--- src/rtl/mesh_port_arbiter.sv ---
// Round-robin arbiter for one mesh-router output link with a single-packet output register.
// Define PRIORITY_BDCST_EN to serve pending broadcast packets ahead of all other requesters.
module mesh_port_arbiter #(
    parameter int              NUM_REQ = 4,
    parameter int              pckg_sz = 40,
    parameter int              ID_W    = 8,
    parameter logic [ID_W-1:0] bdcst   = {ID_W{1'b1}},
    parameter int              CNT_W   = 16
) (
    input  logic                       clk,
    input  logic                       reset,
    input  logic [NUM_REQ-1:0]         pndng_i,
    input  logic [NUM_REQ*pckg_sz-1:0] data_i,
    output logic [NUM_REQ-1:0]         pop_o,
    output logic [pckg_sz-1:0]         data_out,
    output logic                       pndng_out,
    input  logic                       popin,
    output logic [NUM_REQ-1:0]         grant_o,
    output logic [CNT_W-1:0]           pkt_cnt
);

    localparam int IDX_W = (NUM_REQ > 1) ? $clog2(NUM_REQ) : 1;

    typedef enum logic {
        IDLE,
        HOLD
    } state_t;

    state_t             state;
    state_t             next_state;
    logic [IDX_W-1:0]   last;
    logic [IDX_W-1:0]   sel;
    logic               pick_valid;
    logic [NUM_REQ-1:0] sel_oh;
    logic               load;

    // Returns {found, index} of the first set bit scanning after+1, after+2, ... with wrap.
    function automatic logic [IDX_W:0] rr_pick(input logic [NUM_REQ-1:0] mask,
                                               input logic [IDX_W-1:0]   after);
        logic [IDX_W:0] res;
        int             idx;
        res = '0;
        for (int i = 1; i <= NUM_REQ; i++) begin
            idx = (int'(after) + i) % NUM_REQ;
            if (!res[IDX_W] && mask[idx[IDX_W-1:0]]) begin
                res = {1'b1, idx[IDX_W-1:0]};
            end
        end
        return res;
    endfunction

`ifdef PRIORITY_BDCST_EN
    logic [NUM_REQ-1:0] is_bdcst;
    logic [IDX_W:0]     pick_b;
    logic [IDX_W:0]     pick_all;

    always_comb begin
        is_bdcst = '0;
        for (int r = 0; r < NUM_REQ; r++) begin
            is_bdcst[r] = pndng_i[r] &&
                          (data_i[r*pckg_sz + pckg_sz - ID_W +: ID_W] == bdcst);
        end
        pick_b     = rr_pick(is_bdcst, last);
        pick_all   = rr_pick(pndng_i, last);
        pick_valid = pick_all[IDX_W];
        sel        = pick_b[IDX_W] ? pick_b[IDX_W-1:0] : pick_all[IDX_W-1:0];
    end
`else
    logic [IDX_W:0] pick_all;

    always_comb begin
        pick_all   = rr_pick(pndng_i, last);
        pick_valid = pick_all[IDX_W];
        sel        = pick_all[IDX_W-1:0];
    end
`endif

    always_comb begin
        sel_oh      = '0;
        sel_oh[sel] = 1'b1;
    end

    // Load gating includes reset so no FIFO is popped while the arbiter is held in reset.
    always_comb begin
        next_state = state;
        load       = 1'b0;
        pop_o      = '0;
        case (state)
            IDLE: load = reset && pick_valid;
            HOLD: begin
                load = reset && popin && pick_valid;
                if (popin && !pick_valid) begin
                    next_state = IDLE;
                end
            end
            default: next_state = IDLE;
        endcase
        if (load) begin
            next_state = HOLD;
            pop_o      = sel_oh;
        end
    end

    assign pndng_out = (state == HOLD);

    always_ff @(posedge clk or negedge reset) begin
        if (!reset) begin
            state    <= IDLE;
            data_out <= '0;
            grant_o  <= '0;
            last     <= IDX_W'(NUM_REQ - 1);
            pkt_cnt  <= '0;
        end else begin
            state <= next_state;
            if (load) begin
                data_out <= data_i[sel*pckg_sz +: pckg_sz];
                grant_o  <= sel_oh;
                last     <= sel;
            end else if (state == HOLD && popin) begin
                grant_o <= '0;
            end
            if (pndng_out && popin) begin
                pkt_cnt <= pkt_cnt + 1'b1;
            end
        end
    end

endmodule

--- config.mk ---
export PLATFORM = sky130hd
export DESIGN_NAME = mesh_port_arbiter
export DESIGN_NICKNAME = d
export VERILOG_FILES = /design/src/rtl/mesh_port_arbiter.sv
export SDC_FILE = /design/constraint.sdc
export NUM_CORES = 1
export LEC_CHECK = 0
export CORE_MARGIN = 2
export CORE_UTILIZATION = 33
export DETAILED_ROUTE_END_ITERATION = 8
export GPL_TIMING_DRIVEN = 0
export PLACE_DENSITY = 0.8
export SETUP_SLACK_MARGIN = 0.15
export SLEW_MARGIN = 5
export SYNTH_ARGS = -nofsm -noshare
export SYNTH_HDL_FRONTEND = slang
export SYNTH_SLANG_ARGS = --single-unit
export TNS_END_PERCENT = 50
--- constraint.sdc ---
create_clock -name clk -period 2.1 [get_ports clk]
set_clock_uncertainty 0.1 [all_clocks]
set_input_delay 0.315 -clock clk [delete_from_list [all_inputs] [get_ports clk]]
set_output_delay 0.315 -clock clk [all_outputs]
set_load 0.01 [all_outputs]
==> key figures <==
Outcome
  – Status: finished with violations
  – Failing checks: negative hold slack, negative setup slack

Power
  – Part of the power in registers: 26.4%
  – Total power: 7022 µW
  – NetSw: ~2300 µW
  – Power Density: around 900 nW/µm²
  – Pint: around 4700 µW
  – Leak Pwr: between 0.003 and 0.004 µW
  – Clock power frac: 23.7%
  – Max IR drop VDD: roughly 370 µV
  – Sw Ratio: 33.43%
  – Combinational share of power: 49.8%

Global route
  – Met3 Usage GRT: 5.458%
  – Most Crowded Layer GR: met2
  – GRT Residual Overflow: 0
  – First-pass GRT wire length: 24740 µm
  – Vias in the first global route: between 4000 and 5000
  – Initial antenna violation count: 0
  – Largest net degree at the start of global routing: 66
  – Grt met2 use: 41.27%
  – Total Routing Usage GR: 23.33%
  – Met1 Use GR: 27.57%

Routing
  – WL final: 16600 µm
  – Drt drc: 0
  – Number of routed nets with antenna violations: 0
  – Initial DRC count: ~320
  – Mean number of vias per cell: 5.343
  – Wirelength per Cell: 17.64 µm
  – Drt pass-1 iters: 5
  – Vias post-DR: 5028

STA
  – Worst slew margin: 40.97%
  – Final hold vios: 61
  – Fmax: 423.8 MHz
  – Setup TNS: -3.808 ns
  – Final worst-path cycle share: 112.4%
  – Hold slack: -0.2345 ns
  – Final min period: 2.360 ns
  – Setup-failing EPs final: 36
  – Final worst slack: -0.2597 ns
  – Final max-slew violation count: 0
  – RSZ-0062 raised after global routing: true
  – Worst slew pin tran: around 0.88 ns

CTS
  – TritonCTS buffer count: 9
  – Clock sinks: 63
  – Clock slew at reported path FFs: 0.06 ns
  – H-tree depth: 3
  – Clock Path Buffers: 2
  – CTS tree: built
  – Worst-Skew Late Latency: 0.34 ns
  – CTS Root Cell: clkbuf_16

Job
  – Max cap viols: 0

Die
  – Starting Density: 33.57%
  – Row count: 41
  – Ports: 232
  – Core ar.: 12520 µm²
  – Die X: 116.8 µm
  – Die Area: 13650 µm²
  – Die Span Y: around 120 µm

Setup path
  – WP data required: 1.68 ns
  – Arr. time, crit path: 1.94 ns
  – R2R Setup Slk: -0.14 ns
  – FF-to-FF Start: last[0]
  – Max incr delay on CP: 0.55 ns
  – Startpoint Class: flop
  – WS Path Type: reg2out
  – R2R Path End: data_out[16]
  – Critical Path End Type: output port
  – Top fanout value on the critical path: 4
  – Worst Reg2Reg Path Length in Cells: 11
  – Critical-path top delay cell: dfstp_2
  – Worst path cell trace: nand2b_4 > o22a_1 > nand2_1 > or2_1 > buf_6 > buf_8 > nor2_1 > buf_2

Logic synthesis
  – Top post-synthesis cells by area: dfrtp_1, mux2i_1, and4_1, o211ai_1, a31oi_1
  – Synth Net Count: 653
  – Average cell area after synthesis: 8.663 µm²
  – Area leader, netlist: dfrtp_1
  – Yosys top cell area share: between 30% and 40%
  – Sequential fraction of the synthesis area: a little under two fifths
  – Mapped Cells: just under 500
  – Synth warn: 0
  – Seq cells post-synth: 63
  – Synthesized area: approximately 4200 µm²
  – Synth cell types: 38

Placed design
  – GP Congestion: approximately 1
  – HPWL Detailed: 11680 µm
  – Port-buffer cells: 230

Layout
  – Area Overhead vs Synth: 85.74%
  – Antenna cells: 0
  – Fillcell total: 1069
  – Final nets: 932
  – Share of layout cells above drive strength 1: 16.25%

Worst hold path
  – Min-delay worst type: in2async
## critical path, delay by kind of cell (launching register included)
family,cells,cell delay (ns)
buffers and inverters,3,0.37
and+or+nand+nor,4,0.53
DFF,1,0.55
AOI/OAI and AO/OA,1,0.16
## layer usage
metal  share of wire, %  vias to the layer above
met5                  0                        -
met4                2.7                        0
met3                7.9                       49
met2                 51                      276
met1                 39                     2368
li1                   -                     2335
## registers in the layout, summed over array words and instances (netlist names)
| register | flops |
|---|---|
| grant_o | 4 |
| last | 2 |
| data_out | 40 |
| pndng_out | 1 |
| pkt_cnt | 16 |
## power by group through the flow
stage,clock network [µW],registers [µW],logic [µW]
floorplan,0,1990,1150
global placement,0,1840,2630
detailed placement,0,1870,2710
finish,1670,1850,3500
global route,1750,1900,3730
CTS,1680,1860,3230
## layout make-up
type,count,area [µm²],area share (%)
Multi-Input combinational cell,332,2371,30.38
Timing Repair Buffer,268,2758,35.34
Inverter,43,161.4,2.068
Clock inverter,7,102.6,1.315
Buffer,47,391.6,5.018
Sequential cell,63,1579,20.23
Clock buffer,9,225.2,2.886
Tap cell,172,215.2,2.758
## cells in the final DEF (no fill, tap or decap), types with 6 or more instances in the layout
cell	netlist	final
clkbuf_16	0	9
o21ai_1	4	17
nand2_1	55	55
buf_12	0	9
buf_2	6	6
nor2_1	9	8
o21ai_0	40	23
xnor2_1	12	12
and4_1	42	42
mux2i_1	40	29
nand4_1	7	7
a31oi_1	41	41
buf_4	1	23
clkbuf_1	35	9
dfrtp_1	61	61
o211ai_1	44	44
clkdlybuf4s50_1	0	221
buf_6	4	20
inv_1	43	43
clkbuf_2	0	12
mux2i_2	0	10
## synth_stat cells
library cell and instances:
buf_4 1, buf_6 4, nor3_1 3, a221o_1 1
buf_2 6, o22a_1 1, clkbuf_1 35, and3_1 4
o21ai_0 40, and2_1 4, o41a_1 1, or2_1 1
dfstp_2 2, a22oi_1 2, a21bo_1 1, and4_1 42
xnor2_1 12, a21oi_2 1, o41ai_2 1, or4_1 1
mux2i_1 40, a21o_1 1, nor2_1 9, inv_1 43
nand3_1 5, dfrtp_1 61, a21oi_1 1, o21ai_1 4
mux2_2 1, a31oi_1 41, nand2_1 55, nand4_1 7
o211ai_1 44, nand2b_1 4, buf_1 1, xor2_1 3
o31ai_1 1, ha_1 1
## through the flow
stage / utilization, % / std cells / hold WS [ns] / area (µm²) / setup slack [ns]
global placement: 53.74 / 887 / 0.3645 / 6726 / -3.077
floorplan: - / 485 / -0.08059 / 4209 / 0.09166
global route: 62.35 / 941 / -0.2173 / 7804 / -0.3179
finish: 62.35 / 941 / -0.2345 / 7804 / -0.2597
CTS: 60.30 / 929 / -0.2195 / 7547 / -0.2220
detailed placement: 53.72 / 887 / 0.3694 / 6724 / -1.237
## cells by family after synthesis
family                     count (synthesis)  share of synthesized area [%]
buffers and inverters                     90                          9.023
AOI/OAI and AO/OA                        140                          21.59
and+or+nand+nor                          135                          18.58
adders and majority gates                  1                         0.2977
xor gates and xnor gates                  15                          3.127
muxes                                     41                          9.797
DFF                                       63                          37.58
## how the worst max path moves through the flow
stage	start	endpoint	slack (ns)	cells past startpoint
after floorplan	last[0]	pop_o[2]	0.09	7
after global placement	reset	pop_o[3]	-3.08	8
after detailed placement	pndng_i[1]	pop_o[1]	-1.24	7
after CTS	last[0]	pop_o[2]	-0.22	8
after global routing	last[0]	pop_o[2]	-0.32	8
final	last[0]	pop_o[2]	-0.26	8
## timing repair
item / 4_1_cts / 5_1_grt
endpoints found under the hold margin: 61 / 61
gates resized for setup: 96 / 87
pin swaps: 8 / 19
cloned: 4 / 0
setup endpoints to repair: 48 / 47
setup buffers: 22 / 12
(Power assumes the default switching activity.)
